<file path="src/rtl/cxu_dispatch_pkg.sv">
// cxu_dispatch_pkg: shared widths, FSM state encodings and error codes for the CXU dispatcher.
package cxu_dispatch_pkg;
    localparam int CXU_ID_W = 4;
    localparam int DATA_W   = 32;
    typedef logic [2:0] state_t;
    localparam state_t IDLE  = 3'd0;
    localparam state_t ISSUE = 3'd1;
    localparam state_t WAIT  = 3'd2;
    localparam state_t RESP  = 3'd3;
    localparam state_t ERR   = 3'd4;
    localparam logic [1:0] ERR_NONE    = 2'd0;
    localparam logic [1:0] ERR_BAD_ID  = 2'd1;
    localparam logic [1:0] ERR_TIMEOUT = 2'd2;
endpackage

</file>
<file path="src/rtl/cxu_onehot_sel.sv">
// cxu_onehot_sel: index to one-hot enable plus the matching W-bit slice of a packed bus.
module cxu_onehot_sel
    import cxu_dispatch_pkg::*;
#(
    parameter int N = 2,
    parameter int W = 32
) (
    input  logic [CXU_ID_W-1:0] idx,
    input  logic [N*W-1:0]      data,
    output logic [N-1:0]        onehot,
    output logic [W-1:0]        sel
);
    always_comb begin
        onehot = '0;
        sel    = '0;
        for (int i = 0; i < N; i++) begin
            if (idx == CXU_ID_W'(i)) begin
                onehot[i] = 1'b1;
                sel       = data[i*W +: W];
            end
        end
    end
endmodule

</file>
<file path="src/rtl/cxu_dispatcher.sv">
// cxu_dispatcher: routes one CPU CXU command at a time to one of NUM_CXU units and returns
// its result, or an error value on a bad id or a stalled unit.
module cxu_dispatcher
    import cxu_dispatch_pkg::*;
#(
    parameter int          NUM_CXU        = 2,
    parameter int          TIMEOUT_CYCLES = 256,
    parameter logic [31:0] ERR_VALUE      = 32'hFFFF_FFFF
) (
    input  logic                      clk,
    input  logic                      reset,
    input  logic                      cmd_valid,
    output logic                      cmd_ready,
    input  logic [2:0]                cmd_payload_function_id,
    input  logic [DATA_W-1:0]         cmd_payload_inputs_0,
    input  logic [DATA_W-1:0]         cmd_payload_inputs_1,
    input  logic [2:0]                cmd_payload_state_id,
    input  logic [CXU_ID_W-1:0]       cmd_payload_cxu_id,
    input  logic                      cmd_payload_ready,
    output logic                      rsp_valid,
    input  logic                      rsp_ready,
    output logic [DATA_W-1:0]         rsp_payload_outputs_0,
    output logic                      rsp_payload_ready,
    output logic [NUM_CXU-1:0]        cxu_cmd_valid,
    input  logic [NUM_CXU-1:0]        cxu_cmd_ready,
    output logic [2:0]                cxu_function_id,
    output logic [DATA_W-1:0]         cxu_inputs_0,
    output logic [DATA_W-1:0]         cxu_inputs_1,
    output logic [2:0]                cxu_state_id,
    input  logic [NUM_CXU-1:0]        cxu_rsp_valid,
    output logic [NUM_CXU-1:0]        cxu_rsp_ready,
    input  logic [DATA_W*NUM_CXU-1:0] cxu_rsp_outputs,
    output logic                      err_pulse,
    output logic [1:0]                err_code
);
    localparam int CW = $clog2(TIMEOUT_CYCLES + 1);

    state_t              state;
    logic [CXU_ID_W-1:0] id;
    logic [CW-1:0]       cnt;
    logic [NUM_CXU-1:0]  onehot;
    logic [DATA_W-1:0]   sel;
    logic                busy, hit_cmd, hit_rsp, done, timeout;
    logic                unused_ok;

    assign unused_ok = cmd_payload_ready;

    cxu_onehot_sel #(.N(NUM_CXU), .W(DATA_W)) u_sel (
        .idx    (id),
        .data   (cxu_rsp_outputs),
        .onehot (onehot),
        .sel    (sel)
    );

    // Handshakes are decoded only from the latched id, so no input reaches an output combinationally.
    assign busy    = (state == ISSUE) || (state == WAIT);
    assign hit_cmd = |(cxu_cmd_ready & onehot);
    assign hit_rsp = |(cxu_rsp_valid & onehot);
    assign done    = ((state == ISSUE) && hit_cmd && hit_rsp) || ((state == WAIT) && hit_rsp);
    assign timeout = busy && !done && (cnt == CW'(TIMEOUT_CYCLES - 1));

    assign cmd_ready         = state == IDLE;
    assign rsp_valid         = (state == RESP) || (state == ERR);
    assign rsp_payload_ready = rsp_valid;
    assign cxu_cmd_valid     = (state == ISSUE) ? onehot : '0;
    assign cxu_rsp_ready     = busy ? onehot : '0;

    always_ff @(posedge clk) begin
        if (reset) begin
            state                 <= IDLE;
            id                    <= '0;
            cnt                   <= '0;
            cxu_function_id       <= '0;
            cxu_inputs_0          <= '0;
            cxu_inputs_1          <= '0;
            cxu_state_id          <= '0;
            rsp_payload_outputs_0 <= '0;
            err_pulse             <= 1'b0;
            err_code              <= ERR_NONE;
        end else begin
            err_pulse <= 1'b0;
            case (state)
                IDLE: if (cmd_valid) begin
                    id              <= cmd_payload_cxu_id;
                    cxu_function_id <= cmd_payload_function_id;
                    cxu_inputs_0    <= cmd_payload_inputs_0;
                    cxu_inputs_1    <= cmd_payload_inputs_1;
                    cxu_state_id    <= cmd_payload_state_id;
                    cnt             <= '0;
                    err_code        <= ERR_NONE;
                    if (int'(cmd_payload_cxu_id) >= NUM_CXU) begin
                        state                 <= ERR;
                        err_code              <= ERR_BAD_ID;
                        err_pulse             <= 1'b1;
                        rsp_payload_outputs_0 <= ERR_VALUE;
                    end else begin
                        state <= ISSUE;
                    end
                end
                ISSUE, WAIT: if (done) begin
                    state                 <= RESP;
                    rsp_payload_outputs_0 <= sel;
                end else if (timeout) begin
                    state                 <= ERR;
                    err_code              <= ERR_TIMEOUT;
                    err_pulse             <= 1'b1;
                    rsp_payload_outputs_0 <= ERR_VALUE;
                end else begin
                    cnt <= cnt + 1'b1;
                    if (state == ISSUE && hit_cmd) state <= WAIT;
                end
                default: if (rsp_ready) state <= IDLE;
            endcase
        end
    end
endmodule

</file>
<file path="config.mk">
export PLATFORM = sky130hd
export DESIGN_NAME = cxu_dispatcher
export DESIGN_NICKNAME = d
export VERILOG_FILES = /design/src/rtl/cxu_dispatch_pkg.sv /design/src/rtl/cxu_onehot_sel.sv /design/src/rtl/cxu_dispatcher.sv
export SDC_FILE = /design/constraint.sdc
export NUM_CORES = 1
export LEC_CHECK = 0
export BUFFER_PORTS_ARGS = -buffer_cell sky130_fd_sc_hd__buf_4
export CAP_MARGIN = 30
export CORE_ASPECT_RATIO = 1.1
export CORE_MARGIN = 3
export CORE_UTILIZATION = 35
export CTS_CLUSTER_DIAMETER = 120
export DETAILED_ROUTE_END_ITERATION = 7
export GPL_TIMING_DRIVEN = 1
export SLEW_MARGIN = 20
export SYNTH_ARGS = -nofsm -noshare
export SYNTH_HDL_FRONTEND = slang
export SYNTH_SLANG_ARGS = --single-unit
</file>
<file path="constraint.sdc">
create_clock -name clk -period 3.2 [get_ports clk]
set_clock_uncertainty 0.2 [all_clocks]
set_input_delay 0.64 -clock clk [delete_from_list [all_inputs] [get_ports clk]]
set_output_delay 0.64 -clock clk [all_outputs]
set_load 0.05 [all_outputs]
</file>
==> flow_summary.json <==
{
  "outcome": "finished clean",
  "cts_buffers": 17,
  "root_buffer": "clkbuf_16",
  "p_per_area_nw_per_um2": 622.1,
  "areaGrowthSynthToFinish_pct": 50.79,
  "max_cap_viol_count": 0,
  "end_kind": "flip-flop",
  "yosys_warnings": 0,
  "synth-seq-area-share_pct": 45.91,
  "dp_hpwl_um": 11670,
  "synth_edf_count": 0,
  "hold_violations": 0,
  "io_pins": 259,
  "n_antenna_cell": 0,
  "clkLatencyLatePin_ns": 0.40,
  "critPathLaunchType": "flip-flop",
  "path_class": "reg -> reg",
  "ir_drop_uv": 483.1,
  "vias_per_cell": 4.799,
  "route.detailed.drc": 0,
  "rr_worst_depth": 6,
  "fin_crit_ns": 2.839,
  "r2r_setup_slack_ns": 0.36,
  "drtIter0Drc": 241,
  "p_int_mw": 3.412,
  "hold_start": "cxu_state_id[0]",
  "drv_slew": 0,
  "first_pass_iters": 4,
  "post-route-cell-area_um2": 7956,
  "whs_path_depth": 2,
  "num_rows": 46,
  "antenna_found_initial": 0,
  "synthArstFlopShare_pct": 0,
  "holdBufCountCts": 0,
  "clockBufferDepth": 2,
  "wirelength_um": 15870,
  "yosysTopAreaCellShare_pct": 45.91,
  "r2r-end": "rsp_payload_outputs_0[16]",
  "cts_setup_buffers": 0,
  "seq_power_share_pct": 34.5,
  "grt_max_degree": 58,
  "power_mw": 4.949,
  "synthCells": 616,
  "dieArea_um2": 16590,
  "layout.nets": 1003,
  "htreeDepth": 4,
  "synth_cell_types": 42,
  "pwr-share-clk_pct": 40.1,
  "grt_usage_pct": 18.39,
  "fmax_mhz": 352.2,
  "synthTopCellsByArea": "dfxtp_1 46%, nand2_1 14%, a221oi_2 8.5%",
  "cts.clk_slew.worst_paths_ns": 0.05,
  "fin_util_pct": 54.42,
  "grt_first_pass_wirelength_um": 24090,
  "numPortBuffers": 257,
  "cp_max_fo": 17,
  "dpl_cell_area_um2": 7338,
  "initial_utilization_pct": 36.09,
  "slew_headroom_pct": 56.54,
  "fin_tns_setup_ns": 0,
  "grt_pass1_vias": 4887,
  "setup_viol": 0,
  "wire_per_inst_um": 14.98,
  "rsz0062_at_grt": "false",
  "hold_path_class": "reg -> reg",
  "vias": 5082,
  "clock-sinks": 121,
  "cp.required_ns": 3.31,
  "die_y_um": 134.8,
  "drive_gt1_share_pct": 42.45,
  "antenna_left": 0,
  "combPwrFrac_pct": 25.4,
  "reg2reg_from": "id[0]",
  "ys_ff_latch": 121,
  "synth_ff_type": "dfxtp_1",
  "cts_tree": "done",
  "p_leak_nw": 3.526,
  "crit_arrival_ns": 2.95,
  "gp_congestion": 0.7955,
  "syn-num-nets": 765,
  "die_x_um": 123.1,
  "syn_area_per_cell_um2": 8.565,
  "worst_pin_slew_ns": 0.6469,
  "whs_endpoint": "cxu_state_id[0]",
  "cts_resized": 0,
  "power.share.switching_pct": 31.05,
  "power.switching_mw": 1.537,
  "synth_area_um2": 5276,
  "design.core.area_um2": 14620,
  "fin_crit_sh_pct": 88.72,
  "hold_slack_ns": 0.2524,
  "yosys.area.top_type": "dfxtp_1",
  "grt_remaining_overflow": 0
}
flip-flops by register name, indices dropped and copies added (netlist names):
| register | cells |
|---|---|
| rsp_payload_outputs_0 | 32 |
| err_code | 2 |
| cnt | 9 |
| id | 4 |
| err_pulse | 1 |
| cxu_function_id | 3 |
| cxu_inputs_1 | 32 |
| state | 3 |
| cxu_inputs_0 | 32 |
| cxu_state_id | 3 |
worst max path at each step:
stage             start                         to  slack, ns  cells after the start
3_5_place_dp      id[0]  rsp_payload_outputs_0[16]       0.31                      6
3_3_place_gp      id[0]  rsp_payload_outputs_0[17]       0.39                      6
4_1_cts        state[0]           cxu_cmd_valid[0]       0.30                      3
6_report          id[0]  rsp_payload_outputs_0[16]       0.36                      6
5_1_grt           id[0]   rsp_payload_outputs_0[8]       0.21                      6
2_1_floorplan     id[0]           cxu_rsp_ready[0]       0.10                      3
layer usage:
layer	routed length (µm)	up-vias	GRT usage, %
li1	-	2554	-
met1	6380	2288	20.50
met2	7336	227	30.11
met3	1944	13	9.636
met4	204	0	6.154
met5	0	-	0
worst max-delay path, stage by stage, from the launching register on:
cell and delay (ns):
dfxtp_1 0.68, mux2i_1 0.28, or3_4 0.45, o21ai_4 0.21, nand3_4 0.27, buf_4 0.35
a221oi_2 0.30
metrics by stage:
stage                     setup WS [ns]  cells
after floorplan                  0.1036    616
after global placement           0.3912   1027
after detailed placement         0.3141   1027
after CTS                        0.2984   1059
after global routing             0.2100   1059
final                            0.3610   1059
layout by cell type, fill, tap and decap left out, types with 6 or more instances in the layout:
cell / count
buf_4: 263
nand2_1: 189
dfxtp_1: 121
a21oi_1: 84
inv_1: 37
mux2_2: 32
a221oi_2: 30
clkbuf_16: 17
nor2_1: 9
o21ai_0: 6
nand2b_1: 6
area by class of cell:
class | count | area (µm²)
timing repair buffer | 266 | 2034
clock inverter | 7 | 112.6
clock buffer | 25 | 505.5
inverter | 37 | 138.9
tap | 192 | 240.2
fill | 1390 | 6663
sequential | 121 | 2422
multi-input combinational | 411 | 2502
synth_stat cells (all sizes together) (4+ instances only):
cell	count
a21oi	84
a221oi	32
buf	25
clkbuf	22
dfxtp	121
inv	37
mux2	32
mux2i	4
nand2	190
nand2b	6
nand3	6
nor2	10
nor3	6
o21ai	7
or3	6
cells by family after synthesis:
family,count (synthesis),synth area share [%]
AO/OA/AOI/OAI,138,20.32
AND/OR/NAND/NOR,233,18.40
flip-flops,121,45.91
adder cells (fa/ha/maj),2,0.4742
XOR/XNOR,2,0.3321
buffers and inverters,84,6.972
multiplexers,36,7.588
power by group through the flow:
stage	sequential (mW)	combinational (mW)	clock, mW
floorplan	2.13	0.449	0
detailed placement	1.74	1.27	0
CTS	1.71	1.27	2.03
global route	1.72	1.34	2.10
global placement	1.73	1.25	0
finish	1.71	1.26	1.98
Note: power is estimated with default switching activity, not from simulation.
